**src/rtl/pipe_ctrl_pkg.sv**
```systemverilog
// Shared constants for the pipeline controller.
// Holds opcode values, control-bundle bit positions, ALUOp encodings and a
// helper that packs individual control fields into the 8-bit bundle.
package pipe_ctrl_pkg;

    // ID-stage opcodes
    localparam logic [5:0] OpRType = 6'b000000;
    localparam logic [5:0] OpAddi  = 6'b001000;
    localparam logic [5:0] OpAndi  = 6'b001100;
    localparam logic [5:0] OpOri   = 6'b001101;
    localparam logic [5:0] OpLw    = 6'b100011;
    localparam logic [5:0] OpSw    = 6'b101011;
    localparam logic [5:0] OpBeq   = 6'b000100;
    localparam logic [5:0] OpBne   = 6'b000101;
    localparam logic [5:0] OpJ     = 6'b000010;

    // Control bundle bit positions
    localparam int unsigned BitRegWrite = 0;
    localparam int unsigned BitMemToReg = 1;
    localparam int unsigned BitMemRead  = 2;
    localparam int unsigned BitMemWrite = 3;
    localparam int unsigned BitAluSrc   = 4;
    localparam int unsigned BitAluOpLo  = 5;
    localparam int unsigned BitRegDst   = 7;

    // ALUOp encodings
    localparam logic [1:0] AluOpAdd      = 2'b00;
    localparam logic [1:0] AluOpSub      = 2'b01;
    localparam logic [1:0] AluOpFunct    = 2'b10;
    localparam logic [1:0] AluOpLogicImm = 2'b11;

    function automatic logic [7:0] mk_ctrl(
        input logic       reg_dst,
        input logic [1:0] alu_op,
        input logic       alu_src,
        input logic       mem_write,
        input logic       mem_read,
        input logic       mem_to_reg,
        input logic       reg_write
    );
        logic [7:0] c;
        c                    = '0;
        c[BitRegDst]         = reg_dst;
        c[BitAluOpLo +: 2]   = alu_op;
        c[BitAluSrc]         = alu_src;
        c[BitMemWrite]       = mem_write;
        c[BitMemRead]        = mem_read;
        c[BitMemToReg]       = mem_to_reg;
        c[BitRegWrite]       = reg_write;
        return c;
    endfunction

endpackage

```
**src/rtl/pipe_ctrl_if.sv**
```systemverilog
// Bus between the pipeline controller and its environment.
// ID-stage fields (op/rs/rt/rd/eq), the data-memory ready handshake, and all
// controller outputs (stage bundles, enables, redirects, stall counter).
// master: drives ID fields and dmem_ready_i; slave: the controller.
interface pipe_ctrl_if #(
    parameter int unsigned REG_W = 5,
    parameter int unsigned CNT_W = 16
);
    logic [5:0]       op_i;
    logic [REG_W-1:0] rs_i;
    logic [REG_W-1:0] rt_i;
    logic [REG_W-1:0] rd_i;
    logic             eq_i;
    logic             dmem_ready_i;

    logic [7:0]       ex_ctrl_o;
    logic [REG_W-1:0] ex_dest_o;
    logic [3:0]       mem_ctrl_o;
    logic [1:0]       wb_ctrl_o;
    logic [REG_W-1:0] wb_dest_o;
    logic             pc_write_o;
    logic             ifid_write_o;
    logic             ifid_flush_o;
    logic             branch_taken_o;
    logic             jump_o;
    logic             illegal_o;
    logic [CNT_W-1:0] stall_cnt_o;

    modport master (
        output op_i, rs_i, rt_i, rd_i, eq_i, dmem_ready_i,
        input  ex_ctrl_o, ex_dest_o, mem_ctrl_o, wb_ctrl_o, wb_dest_o, pc_write_o,
               ifid_write_o, ifid_flush_o, branch_taken_o, jump_o, illegal_o, stall_cnt_o
    );

    modport slave (
        input  op_i, rs_i, rt_i, rd_i, eq_i, dmem_ready_i,
        output ex_ctrl_o, ex_dest_o, mem_ctrl_o, wb_ctrl_o, wb_dest_o, pc_write_o,
               ifid_write_o, ifid_flush_o, branch_taken_o, jump_o, illegal_o, stall_cnt_o
    );
endinterface

```
**src/rtl/pipe_ctrl_decode.sv**
```systemverilog
// ctrl_decode: combinational ID-stage opcode decoder.
// Ports: op_i/rt_i/rd_i in; ctrl_o (8-bit bundle), dest_o (destination
// register, 0 when nothing is written), illegal_o, and per-opcode flags
// is_beq_o/is_bne_o/is_j_o for the redirect logic.
module ctrl_decode
    import pipe_ctrl_pkg::*;
#(
    parameter int unsigned REG_W      = 5,
    parameter bit          ENABLE_BNE = 1'b1
) (
    input  logic [5:0]       op_i,
    input  logic [REG_W-1:0] rt_i,
    input  logic [REG_W-1:0] rd_i,
    output logic [7:0]       ctrl_o,
    output logic [REG_W-1:0] dest_o,
    output logic             illegal_o,
    output logic             is_beq_o,
    output logic             is_bne_o,
    output logic             is_j_o
);

    always_comb begin
        ctrl_o    = '0;
        illegal_o = 1'b0;
        is_beq_o  = 1'b0;
        is_bne_o  = 1'b0;
        is_j_o    = 1'b0;
        case (op_i)
            OpRType: ctrl_o = mk_ctrl(1'b1, AluOpFunct, 1'b0, 1'b0, 1'b0, 1'b0, 1'b1);
            OpAddi:  ctrl_o = mk_ctrl(1'b0, AluOpAdd, 1'b1, 1'b0, 1'b0, 1'b0, 1'b1);
            OpAndi,
            OpOri:   ctrl_o = mk_ctrl(1'b0, AluOpLogicImm, 1'b1, 1'b0, 1'b0, 1'b0, 1'b1);
            OpLw:    ctrl_o = mk_ctrl(1'b0, AluOpAdd, 1'b1, 1'b0, 1'b1, 1'b1, 1'b1);
            OpSw:    ctrl_o = mk_ctrl(1'b0, AluOpAdd, 1'b1, 1'b1, 1'b0, 1'b0, 1'b0);
            OpBeq: begin
                ctrl_o   = mk_ctrl(1'b0, AluOpSub, 1'b0, 1'b0, 1'b0, 1'b0, 1'b0);
                is_beq_o = 1'b1;
            end
            OpBne: begin
                if (ENABLE_BNE) begin
                    ctrl_o   = mk_ctrl(1'b0, AluOpSub, 1'b0, 1'b0, 1'b0, 1'b0, 1'b0);
                    is_bne_o = 1'b1;
                end else begin
                    illegal_o = 1'b1;
                end
            end
            OpJ:     is_j_o = 1'b1;
            default: illegal_o = 1'b1;
        endcase

        // Non-writing instructions carry r0 so they never match a hazard check
        if (!ctrl_o[BitRegWrite]) begin
            dest_o = '0;
        end else if (ctrl_o[BitRegDst]) begin
            dest_o = rd_i;
        end else begin
            dest_o = rt_i;
        end
    end

endmodule

```
**src/rtl/pipe_ctrl.sv**
```systemverilog
// pipe_ctrl: control path of a 5-stage pipeline.
// Ports: clk_i, rst_i (synchronous, active-high), bus (pipe_ctrl_if.slave)
// carrying ID-stage fields, dmem_ready_i, the ID/EX, EX/MEM, MEM/WB bundles,
// PC/IF-ID enables, redirect outputs, illegal flag and saturating stall count.
// Stall priority: memory wait > load-use > branch/jump redirect.
module pipe_ctrl
    import pipe_ctrl_pkg::*;
#(
    parameter int unsigned REG_W      = 5,
    parameter bit          ENABLE_BNE = 1'b1,
    parameter int unsigned CNT_W      = 16
) (
    input logic        clk_i,
    input logic        rst_i,
    pipe_ctrl_if.slave bus
);

    logic [7:0]       dec_ctrl;
    logic [REG_W-1:0] dec_dest;
    logic             dec_illegal;
    logic             is_beq;
    logic             is_bne;
    logic             is_j;

    logic [7:0]       ex_ctrl_q;
    logic [REG_W-1:0] ex_dest_q;
    logic [3:0]       mem_ctrl_q;
    logic [REG_W-1:0] mem_dest_q;
    logic [1:0]       wb_ctrl_q;
    logic [REG_W-1:0] wb_dest_q;
    logic [CNT_W-1:0] stall_cnt_q;

    logic load_use;
    logic mem_wait;
    logic stall;
    logic branch_taken;

    ctrl_decode #(
        .REG_W      (REG_W),
        .ENABLE_BNE (ENABLE_BNE)
    ) u_decode (
        .op_i      (bus.op_i),
        .rt_i      (bus.rt_i),
        .rd_i      (bus.rd_i),
        .ctrl_o    (dec_ctrl),
        .dest_o    (dec_dest),
        .illegal_o (dec_illegal),
        .is_beq_o  (is_beq),
        .is_bne_o  (is_bne),
        .is_j_o    (is_j)
    );

    always_comb begin
        load_use = ex_ctrl_q[BitMemRead] && (ex_dest_q != '0) &&
                   ((ex_dest_q == bus.rs_i) || (ex_dest_q == bus.rt_i));
        mem_wait = (mem_ctrl_q[3:2] != 2'b00) && !bus.dmem_ready_i;
        stall    = load_use || mem_wait;
        // Redirect is suppressed while stalled; the held ID instruction re-fires later
        branch_taken = !stall && ((is_beq && bus.eq_i) || (is_bne && !bus.eq_i));
    end

    always_ff @(posedge clk_i) begin
        if (rst_i) begin
            ex_ctrl_q   <= '0;
            ex_dest_q   <= '0;
            mem_ctrl_q  <= '0;
            mem_dest_q  <= '0;
            wb_ctrl_q   <= '0;
            wb_dest_q   <= '0;
            stall_cnt_q <= '0;
        end else begin
            if (mem_wait) begin
                // ID/EX and EX/MEM hold; a bubble drains into WB
                wb_ctrl_q <= '0;
                wb_dest_q <= '0;
            end else begin
                if (load_use) begin
                    ex_ctrl_q <= '0;
                    ex_dest_q <= '0;
                end else begin
                    ex_ctrl_q <= dec_ctrl;
                    ex_dest_q <= dec_dest;
                end
                mem_ctrl_q <= ex_ctrl_q[3:0];
                mem_dest_q <= ex_dest_q;
                wb_ctrl_q  <= mem_ctrl_q[1:0];
                wb_dest_q  <= mem_dest_q;
            end
            if (stall && (stall_cnt_q != {CNT_W{1'b1}})) begin
                stall_cnt_q <= stall_cnt_q + CNT_W'(1);
            end
        end
    end

    assign bus.ex_ctrl_o      = ex_ctrl_q;
    assign bus.ex_dest_o      = ex_dest_q;
    assign bus.mem_ctrl_o     = mem_ctrl_q;
    assign bus.wb_ctrl_o      = wb_ctrl_q;
    assign bus.wb_dest_o      = wb_dest_q;
    assign bus.pc_write_o     = !stall;
    assign bus.ifid_write_o   = !stall;
    assign bus.branch_taken_o = branch_taken;
    assign bus.jump_o         = is_j && !stall;
    assign bus.ifid_flush_o   = branch_taken || (is_j && !stall);
    assign bus.illegal_o      = dec_illegal;
    assign bus.stall_cnt_o    = stall_cnt_q;

endmodule

```
**src/flat_wrapper.sv**
```systemverilog
// flat-port wrapper written by rule: the top's interface ports become plain ports
module pipe_ctrl_flat import pipe_ctrl_pkg::*;
#(
    parameter int unsigned REG_W      = 5,
    parameter bit          ENABLE_BNE = 1'b1,
    parameter int unsigned CNT_W      = 16
)
  (clk_i, rst_i, bus_op_i, bus_rs_i, bus_rt_i, bus_rd_i, bus_eq_i, bus_dmem_ready_i, bus_ex_ctrl_o, bus_ex_dest_o, bus_mem_ctrl_o, bus_wb_ctrl_o, bus_wb_dest_o, bus_pc_write_o, bus_ifid_write_o, bus_ifid_flush_o, bus_branch_taken_o, bus_jump_o, bus_illegal_o, bus_stall_cnt_o);
  pipe_ctrl_if #(.REG_W(REG_W), .CNT_W(CNT_W)) bus_i ();
  input logic clk_i;
  input logic rst_i;
  input wire logic [$bits(bus_i.op_i)-1:0] bus_op_i;
  input wire logic [$bits(bus_i.rs_i)-1:0] bus_rs_i;
  input wire logic [$bits(bus_i.rt_i)-1:0] bus_rt_i;
  input wire logic [$bits(bus_i.rd_i)-1:0] bus_rd_i;
  input wire logic [$bits(bus_i.eq_i)-1:0] bus_eq_i;
  input wire logic [$bits(bus_i.dmem_ready_i)-1:0] bus_dmem_ready_i;
  output wire logic [$bits(bus_i.ex_ctrl_o)-1:0] bus_ex_ctrl_o;
  output wire logic [$bits(bus_i.ex_dest_o)-1:0] bus_ex_dest_o;
  output wire logic [$bits(bus_i.mem_ctrl_o)-1:0] bus_mem_ctrl_o;
  output wire logic [$bits(bus_i.wb_ctrl_o)-1:0] bus_wb_ctrl_o;
  output wire logic [$bits(bus_i.wb_dest_o)-1:0] bus_wb_dest_o;
  output wire logic [$bits(bus_i.pc_write_o)-1:0] bus_pc_write_o;
  output wire logic [$bits(bus_i.ifid_write_o)-1:0] bus_ifid_write_o;
  output wire logic [$bits(bus_i.ifid_flush_o)-1:0] bus_ifid_flush_o;
  output wire logic [$bits(bus_i.branch_taken_o)-1:0] bus_branch_taken_o;
  output wire logic [$bits(bus_i.jump_o)-1:0] bus_jump_o;
  output wire logic [$bits(bus_i.illegal_o)-1:0] bus_illegal_o;
  output wire logic [$bits(bus_i.stall_cnt_o)-1:0] bus_stall_cnt_o;
  assign bus_i.op_i = bus_op_i;
  assign bus_i.rs_i = bus_rs_i;
  assign bus_i.rt_i = bus_rt_i;
  assign bus_i.rd_i = bus_rd_i;
  assign bus_i.eq_i = bus_eq_i;
  assign bus_i.dmem_ready_i = bus_dmem_ready_i;
  assign bus_ex_ctrl_o = bus_i.ex_ctrl_o;
  assign bus_ex_dest_o = bus_i.ex_dest_o;
  assign bus_mem_ctrl_o = bus_i.mem_ctrl_o;
  assign bus_wb_ctrl_o = bus_i.wb_ctrl_o;
  assign bus_wb_dest_o = bus_i.wb_dest_o;
  assign bus_pc_write_o = bus_i.pc_write_o;
  assign bus_ifid_write_o = bus_i.ifid_write_o;
  assign bus_ifid_flush_o = bus_i.ifid_flush_o;
  assign bus_branch_taken_o = bus_i.branch_taken_o;
  assign bus_jump_o = bus_i.jump_o;
  assign bus_illegal_o = bus_i.illegal_o;
  assign bus_stall_cnt_o = bus_i.stall_cnt_o;
  pipe_ctrl #(.REG_W(REG_W), .ENABLE_BNE(ENABLE_BNE), .CNT_W(CNT_W)) u_core (.clk_i(clk_i), .rst_i(rst_i), .bus(bus_i));
endmodule
```
**config.mk**
```make
export PLATFORM = sky130hd
export DESIGN_NAME = pipe_ctrl_flat
export DESIGN_NICKNAME = d
export VERILOG_FILES = /design/src/rtl/pipe_ctrl_pkg.sv /design/src/rtl/pipe_ctrl_if.sv /design/src/rtl/pipe_ctrl_decode.sv /design/src/rtl/pipe_ctrl.sv /design/src/flat_wrapper.sv
export SDC_FILE = /design/constraint.sdc
export NUM_CORES = 1
export LEC_CHECK = 0
export CORE_MARGIN = 2
export CORE_UTILIZATION = 45
export DETAILED_ROUTE_END_ITERATION = 12
export PLACE_DENSITY = 0.79
export SLEW_MARGIN = 20
export SYNTH_ARGS = -nofsm -noshare
export SYNTH_HDL_FRONTEND = slang
export SYNTH_SLANG_ARGS = --single-unit
```
**constraint.sdc**
```tcl
create_clock -name clk_i -period 2.7 [get_ports clk_i]
set_input_delay 0.27 -clock clk_i [delete_from_list [all_inputs] [get_ports clk_i]]
set_output_delay 0.27 -clock clk_i [all_outputs]
set_load 0.01 [all_outputs]
```
==> flow_summary.ini <==
[logic_synthesis]
syn_nets = 273
synth_area_leaders = dfxtp_1 (42%), nand2_1 (6.4%), xnor2_1 (5.6%)
post-synth-top-area-cell = dfxtp_1
ys_async_sr_fraction_pct = 0
post_synth.cell_area_avg_um2 = 8.28
ys.warnings.count = 0
synth.most_common_cell = dfxtp_1
ys_seq_area_share_pct = 42.1
netlist.area_leader.share_pct = 42.1
synth_commonest_cells = dfxtp_1 (43), nand2_1 (35), nor2_1 (24)
ys_ff_latch = 43
synth-simple-area-share_pct = 26.7
synth_adder_area_share_pct = 0.612
synth-xor-area-share_pct = 7.28
syn-cell-area_um2 = 2040
synth_edf_count = 0
muxShareOfSynthArea_pct = 3.49
synth_cells = 247
synth_flop_cell = dfxtp_1
synth_top_family_by_area = simple AND/OR/NAND/NOR gates
post_synth_num_cell_types = 43
synth_compound_area_share_pct = 15.2

[detailed_routing]
vias = 2003
viasPerCell = 5.38
drtAntennaViolNets = 0
drc_errors = 0
wl_per_cell_um = 14.1
wl_mm = 5.23
drt-pass1-iter-count = 6
drt_first_iter_violations = 193

[setup_path]
crit_type = flip-flop to output pin
r2r_setup_slack_ns = 0.57
required_ns = 2.43
reg2reg_depth = 6
critPathCaptureType = output pin
crit_path_end = bus_ifid_write_o
start_kind = flip-flop
r2r-start = u_core.bus.ex_dest_o[2]$_SDFFE_PP0N_
r2r_end = u_core.bus.stall_cnt_o[13]$_SDFFE_PP0P_
crit_start = u_core.bus.ex_dest_o[1]$_SDFFE_PP0N_
cp.arrival_ns = 2.31
worstPathMaxFanout = 10

[worst_hold_path]
hold_path_class = flip-flop to flip-flop

[timing]
period_minus_slack_ns = 2.58
fin_crit_sh_pct = 95.6
max_slew_margin_pct = 59.3
max_freq_ghz = 0.388
fin_ws_ns = 0.120
rsz0062_at_grt = false
fin_tns_setup_ns = 0
fin_skew_ns = 0.00534
drv_slew = 0
final-setup-viol-count = 0
worst_slew_pin_slew_ns = 0.608
hold_viol = 0

[pwr]
p_per_area_nw_per_um2 = 433
ir_worst_vdd_v = 0.000297
power_w = 0.00126
power.leakage_nw = 1.13

[global_route]
grt-ovfl-total = 0
grt_pass1_vias = 1850
antenna_found_initial = 0
gr-usage-all-layers_pct = 21.5
grt_pass1_wl_mm = 8.82
grt_max_degree = 18

[clocking]
cts-htree-levels = 2
clk_latency_ns = 0.29
root_buffer = clkbuf_8
tritoncts = done
clkSinkCount = 43
cts.clk_slew.worst_paths_ns = 0.08
cts_setup_buffers = 0
cts_buffers = 5
ctsLongestPathBuffers = 2

[cells_and_area]
area_delta_synth_final_pct = 42.9
multi_input_area_um2 = 1090
finalNetCount = 345
fillCellCount = 360
antennaDiodeCount = 0
layout-drive-gt1-share_pct = 7.50
seq_area_um2 = 862

[place]
port_buffers = 70
dpl.hpwl_mm = 3.91
place_ws_ns = 0.264
gp_congestion = 0.912

[floorplan]
rows = 24
io_pins = 71
initial_core_util_pct = 47.0
die_h_um = 71.4
fp.dieW_um = 71.4
dieArea_um2 = 5100
coreArea_um2 = 4350

[run_status]
status = finished clean

[job]
maxCapViolCount = 0
worst min path at each step:
stage	endpoint	depth (start not counted)	slack [ns]	start
after floorplan	u_core.bus.wb_ctrl_o[1]$_SDFF_PP0_	1	0.42	bus_dmem_ready_i
after global placement	u_core.mem_dest_q[0]$_SDFFE_PP0N_	2	0.44	u_core.mem_dest_q[0]$_SDFFE_PP0N_
after detailed placement	u_core.mem_dest_q[2]$_SDFFE_PP0N_	2	0.45	u_core.mem_dest_q[2]$_SDFFE_PP0N_
after CTS	u_core.mem_dest_q[2]$_SDFFE_PP0N_	2	0.45	u_core.mem_dest_q[2]$_SDFFE_PP0N_
after global routing	u_core.bus.wb_dest_o[4]$_SDFF_PP0_	1	0.49	u_core.mem_dest_q[4]$_SDFFE_PP0N_
final	u_core.mem_dest_q[4]$_SDFFE_PP0N_	2	0.45	u_core.mem_dest_q[4]$_SDFFE_PP0N_
worst max-delay path, cell delays in order, from the launching register on:
cell             delay [ns]
dfxtp_2                0.37
or4_1                  0.49
o21a_1                 0.24
a21oi_2                0.15
buf_4                  0.19
clkdlybuf4s50_1        0.57
flip-flops by register name, indices dropped and copies added (netlist names):
signal / count
u_core.mem_dest_q: 5
u_core.bus.ex_ctrl_o: 7
u_core.bus.wb_ctrl_o: 2
u_core.bus.ex_dest_o: 5
u_core.bus.wb_dest_o: 5
u_core.bus.mem_ctrl_o: 3
u_core.bus.stall_cnt_o: 16
layout by cell type (no fill, tap or decap), types with 2 or more instances in the layout:
master and count:
o21ai_0 7, xnor2_1 13, clkbuf_8 6, clkdlybuf4s50_1 67, inv_1 8, a22oi_1 3
or4_1 5, mux2i_1 6, nand4_1 5, buf_4 7, dfxtp_1 42, a21oi_2 2
xor2_1 4, nand2_1 35, o31ai_1 3, nor2_1 24, nor3_1 4, nand3_1 16
nand2b_1 2, and3_1 12, dlymetal6s2s_1 2, or3_1 2, a21oi_1 20
final cells by class:
class                   instances  area share (%)
multi-input cells             184            37.3
clock inverters                 2            1.20
well taps                      52            2.23
clock buffers                   6            2.83
repair buffers                 77            25.9
flip-flops and latches         43            29.5
inverters                       8            1.03
power by group:
group	internal, W	switching, W
sequential	0.000637	0.00000295
clock	0.000299	0.000213
combinational	0.0000596	0.0000517
total	0.000996	0.000268
through the flow:
| step | hold slack, ns | area (um^2) | utilization [%] | instances |
|---|---|---|---|---|
| floorplan | 0.423 | 2040 | - | 247 |
| global placement | 0.436 | 2800 | 64.3 | 364 |
| detailed placement | 0.445 | 2800 | 64.3 | 364 |
| CTS | 0.455 | 2920 | 67.0 | 372 |
| global route | 0.487 | 2920 | 67.1 | 372 |
| finish | 0.450 | 2920 | 67.1 | 372 |
cells by family (layout without fill, tap and decap cells):
logic type	after synthesis	count (layout)
AO/OA/AOI/OAI	47	47
AND/OR/NAND/NOR	112	112
flip-flops	43	43
multiplexers	7	7
adder cells (fa/ha/maj)	1	1
buffers and inverters	20	93
XOR/XNOR	17	17
layer usage:
metal	vias up	global-route usage, %	wire (um)
met5	-	0	0
met4	0	6.92	77
met3	11	5.91	360
met2	75	33.0	2450
met1	902	29.5	2340
li1	1015	-	-
what timing repair did:
item | 4_1_cts | 5_1_grt
cloned | 0 | 0
setup endpoints to repair | 1 | 3
hold buffers | 0 | 0
resized for setup | 1 | 3
(Power assumes the default switching activity.)
